`src/rtl/instruction_fetch_if.sv`:
```
// rtl/instruction_fetch_if.sv - IF stage control, instruction memory and IF/ID bundle
// master: the fetch stage; slave: the surrounding pipeline and instruction memory.
interface instruction_fetch_if;
  logic        stall;
  logic        redirect_valid;
  logic [15:0] redirect_pc;
  logic        resolve_valid;
  logic [15:0] resolve_pc;
  logic        resolve_taken;
  logic [15:0] imem_addr;
  logic [15:0] imem_data;
  logic [15:0] NPC_IF;
  logic [15:0] INST_IF;
  logic        BRANCH_PRED;
  logic        VALID_IF;

  modport master (
    input  stall, redirect_valid, redirect_pc,
    input  resolve_valid, resolve_pc, resolve_taken,
    input  imem_data,
    output imem_addr, NPC_IF, INST_IF, BRANCH_PRED, VALID_IF
  );

  modport slave (
    output stall, redirect_valid, redirect_pc,
    output resolve_valid, resolve_pc, resolve_taken,
    output imem_data,
    input  imem_addr, NPC_IF, INST_IF, BRANCH_PRED, VALID_IF
  );
endinterface

```
`src/rtl/instruction_fetch.sv`:
```
// rtl/instruction_fetch.sv - IF stage: PC, branch prediction, IF/ID register
// BPRED_TABLE_EN selects a 2-bit counter table predictor instead of static BTFN.
module instruction_fetch #(
  parameter logic [15:0] RESET_PC       = 16'h0000,
  parameter logic [3:0]  BRANCH_OPCODE  = 4'hC,
  parameter logic [15:0] NOP_INST       = 16'h0000,
  parameter int          BHT_INDEX_BITS = 4
) (
  input logic                 clk,
  input logic                 reset,
  instruction_fetch_if.master bus
);

  logic [15:0] r_pc;
  logic [15:0] r_npc;
  logic [15:0] r_inst;
  logic        r_pred;
  logic        r_valid;

  logic [15:0] w_pc_plus1;
  logic [15:0] w_imm;
  logic [15:0] w_target;
  logic        w_is_br;
  logic        w_pred_taken;
  logic        w_pred;

  assign w_pc_plus1 = r_pc + 16'd1;
  assign w_is_br    = (bus.imem_data[15:12] == BRANCH_OPCODE);
  assign w_imm      = {{9{bus.imem_data[11]}}, bus.imem_data[11:5]};
  assign w_target   = w_pc_plus1 + w_imm;
  assign w_pred     = w_is_br & w_pred_taken;

`ifdef BPRED_TABLE_EN
  localparam int BHT_SIZE = 1 << BHT_INDEX_BITS;

  logic [1:0]                r_bht [BHT_SIZE];
  logic [BHT_INDEX_BITS-1:0] w_lookup_idx;
  logic [BHT_INDEX_BITS-1:0] w_update_idx;

  assign w_lookup_idx = r_pc[BHT_INDEX_BITS-1:0];
  assign w_update_idx = bus.resolve_pc[BHT_INDEX_BITS-1:0];
  // Registered table: a same-cycle lookup naturally sees the pre-update count.
  assign w_pred_taken = r_bht[w_lookup_idx][1];

  always_ff @(posedge clk or posedge reset) begin
    if (reset) begin
      for (int i = 0; i < BHT_SIZE; i++) begin
        r_bht[i] <= 2'b01;
      end
    end else if (bus.resolve_valid) begin
      if (bus.resolve_taken) begin
        if (r_bht[w_update_idx] != 2'b11) r_bht[w_update_idx] <= r_bht[w_update_idx] + 2'd1;
      end else begin
        if (r_bht[w_update_idx] != 2'b00) r_bht[w_update_idx] <= r_bht[w_update_idx] - 2'd1;
      end
    end
  end
`else
  localparam int lp_unused_bht_bits = BHT_INDEX_BITS;

  logic w_unused_resolve;

  // Backward-taken / forward-not-taken: the offset sign bit is the prediction.
  assign w_pred_taken     = bus.imem_data[11];
  assign w_unused_resolve = ^{bus.resolve_valid, bus.resolve_pc, bus.resolve_taken};
`endif

  always_ff @(posedge clk or posedge reset) begin
    if (reset) begin
      r_pc    <= RESET_PC;
      r_npc   <= 16'h0000;
      r_inst  <= NOP_INST;
      r_pred  <= 1'b0;
      r_valid <= 1'b0;
    end else if (bus.redirect_valid) begin
      r_pc    <= bus.redirect_pc;
      r_npc   <= 16'h0000;
      r_inst  <= NOP_INST;
      r_pred  <= 1'b0;
      r_valid <= 1'b0;
    end else if (!bus.stall) begin
      r_pc    <= w_pred ? w_target : w_pc_plus1;
      r_npc   <= w_pc_plus1;
      r_inst  <= bus.imem_data;
      r_pred  <= w_pred;
      r_valid <= 1'b1;
    end
  end

  assign bus.imem_addr   = r_pc;
  assign bus.NPC_IF      = r_npc;
  assign bus.INST_IF     = r_inst;
  assign bus.BRANCH_PRED = r_pred;
  assign bus.VALID_IF    = r_valid;

endmodule
```
`src/flat_wrapper.sv`:
```
// flat-port wrapper written by rule: the top's interface ports become plain ports
module instruction_fetch_flat 
#(
  parameter logic [15:0] RESET_PC       = 16'h0000,
  parameter logic [3:0]  BRANCH_OPCODE  = 4'hC,
  parameter logic [15:0] NOP_INST       = 16'h0000,
  parameter int          BHT_INDEX_BITS = 4
)
  (clk, reset, bus_stall, bus_redirect_valid, bus_redirect_pc, bus_resolve_valid, bus_resolve_pc, bus_resolve_taken, bus_imem_data, bus_imem_addr, bus_NPC_IF, bus_INST_IF, bus_BRANCH_PRED, bus_VALID_IF);
  instruction_fetch_if bus_i ();
  input logic clk;
  input logic reset;
  input wire logic [$bits(bus_i.stall)-1:0] bus_stall;
  input wire logic [$bits(bus_i.redirect_valid)-1:0] bus_redirect_valid;
  input wire logic [$bits(bus_i.redirect_pc)-1:0] bus_redirect_pc;
  input wire logic [$bits(bus_i.resolve_valid)-1:0] bus_resolve_valid;
  input wire logic [$bits(bus_i.resolve_pc)-1:0] bus_resolve_pc;
  input wire logic [$bits(bus_i.resolve_taken)-1:0] bus_resolve_taken;
  input wire logic [$bits(bus_i.imem_data)-1:0] bus_imem_data;
  output wire logic [$bits(bus_i.imem_addr)-1:0] bus_imem_addr;
  output wire logic [$bits(bus_i.NPC_IF)-1:0] bus_NPC_IF;
  output wire logic [$bits(bus_i.INST_IF)-1:0] bus_INST_IF;
  output wire logic [$bits(bus_i.BRANCH_PRED)-1:0] bus_BRANCH_PRED;
  output wire logic [$bits(bus_i.VALID_IF)-1:0] bus_VALID_IF;
  assign bus_i.stall = bus_stall;
  assign bus_i.redirect_valid = bus_redirect_valid;
  assign bus_i.redirect_pc = bus_redirect_pc;
  assign bus_i.resolve_valid = bus_resolve_valid;
  assign bus_i.resolve_pc = bus_resolve_pc;
  assign bus_i.resolve_taken = bus_resolve_taken;
  assign bus_i.imem_data = bus_imem_data;
  assign bus_imem_addr = bus_i.imem_addr;
  assign bus_NPC_IF = bus_i.NPC_IF;
  assign bus_INST_IF = bus_i.INST_IF;
  assign bus_BRANCH_PRED = bus_i.BRANCH_PRED;
  assign bus_VALID_IF = bus_i.VALID_IF;
  instruction_fetch #(.RESET_PC(RESET_PC), .BRANCH_OPCODE(BRANCH_OPCODE), .NOP_INST(NOP_INST), .BHT_INDEX_BITS(BHT_INDEX_BITS)) u_core (.clk(clk), .reset(reset), .bus(bus_i));
endmodule
```
`config.mk`:
```
export PLATFORM = sky130hd
export DESIGN_NAME = instruction_fetch_flat
export DESIGN_NICKNAME = d
export VERILOG_FILES = /design/src/rtl/instruction_fetch_if.sv /design/src/rtl/instruction_fetch.sv /design/src/flat_wrapper.sv
export SDC_FILE = /design/constraint.sdc
export NUM_CORES = 1
export LEC_CHECK = 0
export CORE_MARGIN = 1
export CORE_UTILIZATION = 30
export DETAILED_ROUTE_END_ITERATION = 10
export DONT_BUFFER_PORTS = 1
export PLACE_DENSITY = 0.52
export SYNTH_ARGS = -nofsm -noshare
export SYNTH_HDL_FRONTEND = slang
export SYNTH_SLANG_ARGS = --single-unit
export TNS_END_PERCENT = 5
```
`constraint.sdc`:
```
create_clock -name clk -period 4.87 [get_ports clk]
set_input_delay 0.974 -clock clk [delete_from_list [all_inputs] [get_ports clk]]
set_output_delay 0.974 -clock clk [all_outputs]
set_load 0.01 [all_outputs]
```
---- After elaboration in Yosys (flattened, before gate mapping) ----
Cells that the tools add are included.
operators by class
  mux-type cells .......................... 11
  eq/ne operators ......................... 2
  bitwise gates (word level) .............. 1
  $add $sub $neg .......................... 2
operator list
  kind                                                                      number
  16-bit 2-to-1 mux                                                         7
  16-bit by 1-bit adder with 16-bit output (second input constant)          1
  16-bit adder                                                              1
  4-bit equality test (second input constant)                               1
  1-bit 2-to-1 mux                                                          4
  2-bit by 1-bit inequality test with 1-bit output (second input constant)  1
  1-bit AND                                                                 1
word-level totals
  bits in registers ....................... 50
  word-level logic and storage cells ...... 21
  output and inout port bits .............. 50

---- Depth between registers and ports, before layout ----
Gate-level depths: netlist of the first run.
  depth after elaboration ................. 5
  mapped depth ............................ 13

---- Least setup slack after synthesis of the first run ----
Ideal clock, no wire load.
  kind .................................... input-to-reg
  from .................................... input port bus_imem_data[5]
  to ...................................... register u_core.r_pc[14], in the netlist u_core.bus.imem_addr[14]
  buffers on the path ..................... 0
  stages on the path ...................... 9
  data required time ...................... 4747 ps
  arrival time ............................ 2787 ps
  library setup time ...................... 123 ps
  slack ................................... 1960 ps
  cell sequence ........................... ha_1 fa_1 a211oi_2 o21ai_1 o31a_1 and3_1 a31oi_1 xnor2_1 o221a_1
between the ends
  longest elaborated chain between the ends .. 4
RTL lines
  item                  RTL line                 text
  start, declared       flat_wrapper.sv:19       input wire logic [$bits(bus_i.imem_data)-1:0] bus_imem_data;
  16-bit adder          instruction_fetch.sv:30  assign w_target = w_pc_plus1 + w_imm;
  16-bit 2-to-1 mux     instruction_fetch.sv:82  r_pc <= w_pred ? w_target : w_pc_plus1;
  16-bit 2-to-1 mux     instruction_fetch.sv:81  end else if (!bus.stall) begin
  16-bit 2-to-1 mux     instruction_fetch.sv:75  end else if (bus.redirect_valid) begin
  end signal, assigned  instruction_fetch.sv:76  r_pc <= bus.redirect_pc;
  end signal, assigned  instruction_fetch.sv:82
  end, declared         instruction_fetch.sv:14  logic [15:0] r_pc;
No other way between the ends. The select of a mux whose other input is x is not followed.
A chain may end at the register's enable or synchronous reset.

---- Worst setup path after layout of the first run ----
  from .................................... register u_core.r_pc[0], in the netlist u_core.bus.imem_addr[0]
  to ...................................... register u_core.r_pc[15], in the netlist u_core.bus.imem_addr[15]
between the ends
  longest elaborated chain between the ends .. 5
RTL lines
  item                                        RTL line                 text
  16-bit by 1-bit adder with 16-bit output *  instruction_fetch.sv:27  assign w_pc_plus1 = r_pc + 16'd1;
  16-bit adder                                instruction_fetch.sv:30
  16-bit 2-to-1 mux *                         instruction_fetch.sv:82
  16-bit 2-to-1 mux *                         instruction_fetch.sv:81
  16-bit 2-to-1 mux *                         instruction_fetch.sv:75
Every way passes the cells marked *; elsewhere a longest branch is shown, timed or not. The select of a mux whose other input is x is not followed.

==> results of run 1 <==
## cell type report
class	instances	area [µm²]	area share
Clock inverter	1	30.0	0.00868
Sequential cell	50	1250	0.362
Inverter	13	48.8	0.0141
Clock buffer	6	82.6	0.0239
Multi-Input combinational cell	283	1870	0.540
Tap cell	136	170	0.0492
Timing Repair Buffer	1	7.51	0.00217
## where the power goes
| part | switching, mW | internal, mW |
|---|---|---|
| Combinational | 0.153 | 0.125 |
| Sequential | 0.0572 | 0.448 |
| Clock | 0.142 | 0.165 |
| Total | 0.353 | 0.738 |
## placed cells by master (no fill, tap or decap), types with 2 or more instances in the layout
cell type	n
sky130_fd_sc_hd__nor2_1	57
sky130_fd_sc_hd__dfrtp_1	50
sky130_fd_sc_hd__a21oi_1	35
sky130_fd_sc_hd__mux2i_1	31
sky130_fd_sc_hd__nand2_1	27
sky130_fd_sc_hd__ha_1	20
sky130_fd_sc_hd__xnor2_1	16
sky130_fd_sc_hd__o21ai_0	14
sky130_fd_sc_hd__inv_1	12
sky130_fd_sc_hd__xor2_1	12
sky130_fd_sc_hd__a31oi_1	9
sky130_fd_sc_hd__nand3_1	8
sky130_fd_sc_hd__a21o_1	6
sky130_fd_sc_hd__clkbuf_8	6
sky130_fd_sc_hd__nand4_1	5
sky130_fd_sc_hd__nor3_1	4
sky130_fd_sc_hd__a211oi_1	4
sky130_fd_sc_hd__and3_1	4
sky130_fd_sc_hd__nor2b_1	4
sky130_fd_sc_hd__and4_1	3
sky130_fd_sc_hd__nand2b_1	3
sky130_fd_sc_hd__o22ai_1	2
sky130_fd_sc_hd__o31a_1	2
sky130_fd_sc_hd__o21a_1	2
## final timing paths
| kind | startpoint | end | slack, ns |
|---|---|---|---|
| hold reg to reg | u_core.bus.VALID_IF | u_core.bus.VALID_IF | 0.58 |
| min in group asynchronous | reset | u_core.bus.INST_IF[2] | 0.71 |
| hold / removal | u_core.bus.VALID_IF | u_core.bus.VALID_IF | 0.58 |
| setup / recovery | u_core.bus.imem_addr[0] | u_core.bus.imem_addr[15] | 1.56 |
| max in group asynchronous | reset | u_core.bus.NPC_IF[10] | 3.69 |
| setup reg to reg | u_core.bus.imem_addr[0] | u_core.bus.imem_addr[15] | 1.56 |
## cells in the mapped netlist, types with 5 or more instances
cell	count	area, µm²
sky130_fd_sc_hd__a21o_1	6	45.0
sky130_fd_sc_hd__a21oi_1	35	175
sky130_fd_sc_hd__a31oi_1	9	56.3
sky130_fd_sc_hd__buf_1	6	22.5
sky130_fd_sc_hd__clkbuf_1	10	37.5
sky130_fd_sc_hd__dfrtp_1	50	1250
sky130_fd_sc_hd__ha_1	20	250
sky130_fd_sc_hd__inv_1	13	48.8
sky130_fd_sc_hd__mux2i_1	31	310
sky130_fd_sc_hd__nand2_1	27	101
sky130_fd_sc_hd__nand3_1	8	40.0
sky130_fd_sc_hd__nand4_1	5	31.3
sky130_fd_sc_hd__nor2_1	57	214
sky130_fd_sc_hd__o21ai_0	14	70.1
sky130_fd_sc_hd__xnor2_1	16	140
sky130_fd_sc_hd__xor2_1	12	105
## stage by stage
step	util	setup WS (ns)	power, mW	hold WS (ns)	cells
after floorplan	-	1.96	0.744	0.548	363
after global placement	0.323	1.59	0.787	0.560	483
after detailed placement	0.323	1.58	0.792	0.572	483
after CTS	0.334	1.55	1.11	0.586	490
after global routing	0.334	1.18	1.16	0.615	490
final	0.334	1.56	1.09	0.577	490
## worst max-delay path: cells and delay by family (launching register included)
kind                       cells  cell delay, ns
buffers and inverters          1            0.08
adders and majority gates      2            0.64
and+or+nand+nor                3            0.68
AOI/OAI and AO/OA              5            0.92
DFF                            1            0.59
xor gates and xnor gates       2            0.30
## flip-flops by register name (all words and copies together) (netlist names)
signal / count
u_core.bus.INST_IF: 16
u_core.bus.NPC_IF: 16
u_core.bus.BRANCH_PRED: 1
u_core.bus.imem_addr: 16
u_core.bus.VALID_IF: 1
## layer usage
metal / share of wire / up-vias
li1: - / 1248
met1: 0.44 / 1264
met2: 0.47 / 83
met3: 0.076 / 8
met4: 0.017 / 0
met5: 0 / -
## cell families (layout without fill, tap and decap cells)
family                     Yosys count  after routing  synth area share
muxes                               32             32            0.0994
and+or+nand+nor                    117            117             0.159
buffers and inverters               30             21            0.0352
DFF                                 50             50             0.387
adders and majority gates           21             21            0.0836
xor gates and xnor gates            28             28            0.0758
AOI/OAI and AO/OA                   85             85             0.160
==> insert_results.sql, run 1 <==
INSERT INTO impl_metrics (metric_group, metric, value, unit) VALUES
('logic_synthesis', 'synth_edf_count', '0', ''),
('placed_design', 'io_buffers', '0', ''),
('final_layout', 'layout-area-overhead-vs-synth', '6.96', '%'),
('drt', 'routed_via_density', '5.31', ''),
('timing', 'tightestPinTransition', '0.783', 'ns'),
('final_layout', 'layout-drive-gt1-share', '0.0339', ''),
('cts', 'cts_num_sinks', '50', ''),
('logic_synthesis', 'synth-seq-cells', '50', ''),
('timing', 'finalClockSkew', '0.00515', 'ns'),
('drt', 'antenna_left', '0', ''),
('final_layout', 'nets', '429', ''),
('floorplan', 'top_level_ports', '104', ''),
('timing', 'fin_tns_setup', '0', 'ns'),
('timing', 'maxClockFrequency', '302', 'MHz'),
('setup_path', 'critical_path.max_fanout', '9', ''),
('logic_synthesis', 'synth_seq_area_share', '0.387', ''),
('timing', 'setup_violating_endpoint_count_in_the_final_report', '0', ''),
('cts', 'worst_setup_hold_path_clk_slew', '0.09', 'ns'),
('power', 'power_density', '315', 'nW/µm²'),
('floorplan', 'core_area', '10400', 'µm²'),
('timing', 'maxSlewHeadroom', '0.478', ''),
('cts', 'clock_latency', '0.31', 'ns'),
('logic_synthesis', 'postSynth.topFlopCell', 'sky130_fd_sc_hd__dfrtp_1', ''),
('setup_path', 'cp_data_required_time', '5.09', 'ns'),
('timing', 'timing.final.max_slew_violations', '0', ''),
('placed_design', 'dp.final_hpwl', '5960', 'µm'),
('cts', 'hold_buffers', '0', ''),
('setup_path', 'crit_path_slowest_cell', 'sky130_fd_sc_hd__dfrtp_1', ''),
('cts', 'htree_num_levels', '2', ''),
('floorplan', 'floorplan.die_area', '11200', 'µm²'),
('setup_path', 'timing.critical_path.slowest_cell_delay', '0.59', 'ns'),
('floorplan', 'floorplan.initialDensity', '0.312', ''),
('logic_synthesis', 'yosys.cell_types.count', '41', ''),
('logic_synthesis', 'syn-mean-instance-area', '8.91', 'µm²'),
('cts', 'cts_max_path_buffers', '2', ''),
('run', 'max_cap_violations', '0', ''),
('timing', 'grt_setup_unrepaired', 'false', ''),
('logic_synthesis', 'post_synth_instance_area', '3230', 'µm²'),
('drt', 'number_of_iterations_in_the_first_detailed_routing_pass', '7', ''),
('setup_path', 'start_kind', 'register', ''),
('global_routing', 'gr-usage-met1', '0.199', ''),
('run_status', 'status', 'completed', ''),
('cts', 'tritoncts.num_buffers', '5', ''),
('cts', 'postCtsResizedCells', '0', ''),
('logic_synthesis', 'ys_warn_count', '0', ''),
('logic_synthesis', 'synth.net_count', '438', ''),
('drt', 'detail_route.wl_per_cell', '17.3', 'µm'),
('global_routing', 'largest_net_degree_at_the_start_of_global_routing', '68', ''),
('final_layout', 'fillerInstances', '1108', ''),
('global_routing', 'grt_use_total', '0.159', ''),
('cts', 'clock_tree_from_tritoncts', 'done', ''),
('global_routing', 'global_route_met2_utilization', '0.260', ''),
('final_layout', 'final_design_area_no_fill', '3460', 'µm²'),
('placed_design', 'globalplace.congestion', '0.895', ''),
('drt', 'routed_wirelength', '8500', 'µm'),
('setup_path', 'worstSetupPathType', 'register to register', ''),
('drt', 'remaining_drc_errors', '0', ''),
('power', 'ir_worst_vdd', '105', 'µV'),
('drt', 'num_vias', '2603', ''),
('setup_path', 'rr_worst_depth', '13', ''),
('global_routing', 'first_global_vias', '2656', ''),
('logic_synthesis', 'synth_async_sr_flop_share', '1.00', ''),
('cts', 'root_buffer', 'sky130_fd_sc_hd__clkbuf_8', ''),
('global_routing', 'grt_use_met3', '0.0451', ''),
('power', 'leakage', '1.60', 'nW'),
('cts', 'postCtsSetupRepairBufs', '0', ''),
('global_routing', 'antenna_found_initial', '0', ''),
('setup_path', 'cp.arrival', '3.52', 'ns'),
('floorplan', 'row_count', '37', ''),
('floorplan', 'chip_height', '106', 'µm'),
('placed_design', 'dpl_cell_area', '3350', 'µm²');
Power figures use the tool's default switching activity.
==> run 2: changes to the inputs <==
--- a/config.mk
+++ b/config.mk
@@ -5,11 +5,12 @@
 export SDC_FILE = /design/constraint.sdc
 export NUM_CORES = 1
 export LEC_CHECK = 0
+export ABC_AREA = 1
 export CORE_MARGIN = 1
 export CORE_UTILIZATION = 30
 export DETAILED_ROUTE_END_ITERATION = 10
 export DONT_BUFFER_PORTS = 1
-export PLACE_DENSITY = 0.52
+export PLACE_DENSITY = 0.53
 export SYNTH_ARGS = -nofsm -noshare
 export SYNTH_HDL_FRONTEND = slang
 export SYNTH_SLANG_ARGS = --single-unit
==> constraint.sdc (replaced) <==
create_clock -name clk -period 2.8 [get_ports clk]
set_input_delay 0.56 -clock clk [delete_from_list [all_inputs] [get_ports clk]]
set_output_delay 0.56 -clock clk [all_outputs]
set_load 0.01 [all_outputs]
==> run 2 against run 1 <==
Effect of this change: power is 110% higher; non-clock buffer count is 14 higher; utilization rose by 1.6 points; combinational power rose by 150%; fmax increased by 30%; clock power up 130%; critical endpoint unchanged; largest power group unchanged; die area increased by 8.9%; worst hold slack got worse by 0.26 ns; critical path type unchanged; highest routed layer is now met5.
==> insert_results.sql, run 2 <==
INSERT INTO impl_metrics (metric_group, metric, value, unit) VALUES
('power', 'power.clock.fraction', '0.308', ''),
('floorplan', 'chip_height', '110', 'µm'),
('power', 'leakage', '2.09', 'nW'),
('floorplan', 'core_area', '11400', 'µm²'),
('floorplan', 'floorplan.initialDensity', '0.309', ''),
('setup_path', 'worst_r2r_endpoint', 'u_core.bus.imem_addr[15]', ''),
('floorplan', 'row_count', '39', ''),
('drt', 'antenna_left', '0', ''),
('timing', 'timing.final.max_slew_violations', '0', ''),
('drt', 'remaining_drc_errors', '0', ''),
('placed_design', 'io_buffers', '0', ''),
('setup_path', 'critical_path.most_common_cell', 'sky130_fd_sc_hd__nand2_1', ''),
('timing', 'fin_crit_sh', '0.911', ''),
('logic_synthesis', 'yosysMostFrequentCell', 'sky130_fd_sc_hd__nand2_1', ''),
('power', 'p_sw', '0.799', 'mW'),
('logic_synthesis', 'ys_warn_count', '0', ''),
('drt', 'num_vias', '3189', ''),
('timing', 'finalHoldViolCount', '0', ''),
('logic_synthesis', 'postSynth.topFlopCell', 'sky130_fd_sc_hd__dfrtp_1', ''),
('setup_path', 'worstSetupPathType', 'register to register', ''),
('logic_synthesis', 'synth_async_sr_flop_share', '1.00', ''),
('global_routing', 'grt_use_total', '0.169', ''),
('cts', 'tritoncts.num_buffers', '5', ''),
('final_layout', 'layout_common_cells', 'sky130_fd_sc_hd__nand2_1, sky130_fd_sc_hd__inv_1, sky130_fd_sc_hd__dfrtp_1', ''),
('timing', 'setup_slack', '0.249', 'ns'),
('run_status', 'status', 'completed', ''),
('power', 'combinationalPowerShare', '0.302', ''),
('floorplan', 'floorplan.die_area', '12200', 'µm²'),
('timing', 'maxSlewHeadroom', '0.573', ''),
('setup_path', 'crit_family', 'simple AND/OR/NAND/NOR gates', ''),
('setup_path', 'cp.arrival', '2.74', 'ns'),
('setup_path', 'timing.critical_path.slowest_cell_delay', '0.36', 'ns'),
('logic_synthesis', 'synth_seq_area_share', '0.355', ''),
('timing', 'tightestPinTransition', '0.641', 'ns'),
('cts', 'cts_num_sinks', '50', ''),
('global_routing', 'antenna_found_initial', '1', ''),
('logic_synthesis', 'syn-mean-instance-area', '7.01', 'µm²'),
('cts', 'clock_tree_from_tritoncts', 'done', ''),
('floorplan', 'top_level_ports', '104', ''),
('cts', 'cts_max_path_buffers', '2', ''),
('power', 'power_density', '567', 'nW/µm²'),
('logic_synthesis', 'synth_top_area_frac', '0.355', ''),
('placed_design', 'dp.final_hpwl', '7740', 'µm'),
('final_layout', 'layout-area-overhead-vs-synth', '13.1', '%'),
('final_layout', 'layout-drive-gt1-share', '0.109', ''),
('setup_path', 'regToRegStartpoint', 'u_core.bus.imem_addr[1]', ''),
('cts', 'postCtsSetupRepairBufs', '0', ''),
('placed_design', 'detailedPlace.worstSlack', '0.185', 'ns'),
('final_layout', 'layout_commonest_cell', 'sky130_fd_sc_hd__nand2_1', ''),
('drt', 'number_of_iterations_in_the_first_detailed_routing_pass', '5', ''),
('floorplan', 'chipWidth', '110', 'µm'),
('global_routing', 'first_global_vias', '3191', ''),
('setup_path', 'critical_path.max_fanout', '4', ''),
('placed_design', 'globalplace.congestion', '0.821', ''),
('setup_path', 'internal_reg_to_reg_setup_slack', '0.25', 'ns'),
('logic_synthesis', 'post_synth_main_area_contributors', 'sky130_fd_sc_hd__dfrtp_1, sky130_fd_sc_hd__nand2_1, sky130_fd_sc_hd__inv_1', ''),
('power', 'cellInternalPower', '1.46', 'mW'),
('drt', 'routed_wirelength', '9980', 'µm'),
('drt', 'detailedRoute.firstIterationViolations', '125', ''),
('timing', 'fin_tns_setup', '0', 'ns'),
('hold_path', 'hold_class', 'input port to asynchronous set/reset pin', ''),
('power', 'sequential_share_of_power', '0.390', ''),
('global_routing', 'wire_length_of_the_first_global_routing_pass', '16200', 'µm'),
('logic_synthesis', 'synth-seq-cells', '50', ''),
('cts', 'clock_latency', '0.29', 'ns'),
('drt', 'detail_route.wl_per_cell', '15.2', 'µm'),
('setup_path', 'timing.critical_path.cells', 'buf_4 > nand2_2 > nor2_4 > nand2_1 > nor2_1 > nor2_1 > buf_4 > ha_1 > nand2_1 > inv_1 > a21oi_1 > nand2_1 > nand3_1 > nand2_1 > nand2_1 > nand3_1 > nand2_1 > nand2_1', ''),
('logic_synthesis', 'synth.cells.most_frequent', 'sky130_fd_sc_hd__nand2_1, sky130_fd_sc_hd__inv_1, sky130_fd_sc_hd__dfrtp_1, sky130_fd_sc_hd__nor2_1, sky130_fd_sc_hd__nand3_1', ''),
('final_layout', 'num_antenna_cells', '0', ''),
('logic_synthesis', 'yosys.cell_types.count', '33', ''),
('final_layout', 'nets', '586', ''),
('timing', 'final.min_clock_period', '2.55', 'ns'),
('logic_synthesis', 'netlist_instances', '503', ''),
('logic_synthesis', 'synth_edf_count', '0', ''),
('timing', 'setup_violating_endpoint_count_in_the_final_report', '0', ''),
('global_routing', 'global_route.overflow_total', '0', ''),
('cts', 'hold_buffers', '0', ''),
('timing', 'grt_setup_unrepaired', 'false', ''),
('setup_path', 'timing.critical_path.buf_inv', '3', ''),
('logic_synthesis', 'synth.net_count', '578', ''),
('setup_path', 'crit_path_slowest_cell', 'sky130_fd_sc_hd__dfrtp_1', ''),
('logic_synthesis', 'synth.largest_area_cell', 'sky130_fd_sc_hd__dfrtp_1', ''),
('setup_path', 'rr_worst_depth', '18', ''),
('logic_synthesis', 'post_synth_instance_area', '3530', 'µm²'),
('global_routing', 'largest_net_degree_at_the_start_of_global_routing', '51', ''),
('cts', 'worst_setup_hold_path_clk_slew', '0.07', 'ns'),
('power', 'ir_worst_vdd', '324', 'µV'),
('run', 'max_cap_violations', '0', ''),
('setup_path', 'cp_data_required_time', '2.99', 'ns'),
('cts', 'htree_num_levels', '2', ''),
('power', 'power.share.switching', '0.353', ''),
('drt', 'routed_via_density', '4.87', ''),
('cts', 'root_buffer', 'sky130_fd_sc_hd__clkbuf_16', ''),
('timing', 'finalClockSkew', '0.0101', 'ns'),
('timing', 'maxClockFrequency', '392', 'MHz'),
('setup_path', 'critical_path.endpoint_type', 'register', ''),
('setup_path', 'start_kind', 'register', '');
==> run 2: final cells by class <==
class	count	area, µm²
tap	143	179
multi-input combinational	363	1990
fill	1247	7430
timing repair buffer	15	113
clock buffer	6	129
sequential	50	1260
clock inverter	2	37.5
inverter	76	285
==> run 2: how the worst max path moves through the flow <==
| stage | from | to | slack, ns | cells after the start |
|---|---|---|---|---|
| after floorplan | u_core.bus.imem_addr[0] | u_core.bus.imem_addr[15] | 0.33 | 17 |
| after global placement | u_core.bus.imem_addr[1] | u_core.bus.imem_addr[15] | 0.19 | 16 |
| after detailed placement | u_core.bus.imem_addr[0] | u_core.bus.imem_addr[15] | 0.19 | 17 |
| after CTS | u_core.bus.imem_addr[0] | u_core.bus.imem_addr[11] | 0.16 | 16 |
| after global routing | u_core.bus.imem_addr[0] | u_core.bus.imem_addr[15] | 0.004 | 21 |
| final | u_core.bus.imem_addr[1] | u_core.bus.imem_addr[15] | 0.25 | 18 |
==> run 2: logic make-up after synthesis <==
logic type | after synthesis | share of synthesized area
xor gates and xnor gates | 8 | 0.0220
DFF | 50 | 0.355
AOI/OAI and AO/OA | 69 | 0.126
and+or+nand+nor | 265 | 0.323
adders and majority gates | 21 | 0.0766
buffers and inverters | 90 | 0.0975
==> run 2: timing repair <==
item / 4_1_cts / 5_1_grt
resized for setup: 0 / 11
setup endpoints to repair: 0 / 5
endpoints found under the hold margin: 0 / 0
==> run 2: layer usage <==
| layer | routed length [µm] | GRT usage |
|---|---|---|
| met5 | 10 | 0 |
| met4 | 219 | 0.0524 |
| met3 | 805 | 0.0653 |
| met2 | 4400 | 0.267 |
| met1 | 4550 | 0.211 |
==> run 2: power groups by stage <==
stage / clock network, mW / registers, mW / logic (mW)
2_1_floorplan: 0 / 0.885 / 0.493
3_3_place_gp: 0 / 0.893 / 0.665
3_5_place_dp: 0 / 0.893 / 0.673
4_1_cts: 0.716 / 0.880 / 0.677
5_1_grt: 0.748 / 0.891 / 0.784
6_report: 0.698 / 0.882 / 0.683
==> run 2: metrics by stage <==
stage / power [mW] / cells / instance area (µm²) / util / hold WS (ns)
after floorplan: 1.38 / 503 / 3530 / - / 0.509
after global placement: 1.56 / 647 / 3770 / 0.330 / 0.540
after detailed placement: 1.57 / 647 / 3770 / 0.330 / 0.539
after CTS: 2.27 / 655 / 3940 / 0.345 / 0.316
after global routing: 2.42 / 655 / 3990 / 0.350 / 0.309
final: 2.26 / 655 / 3990 / 0.350 / 0.318
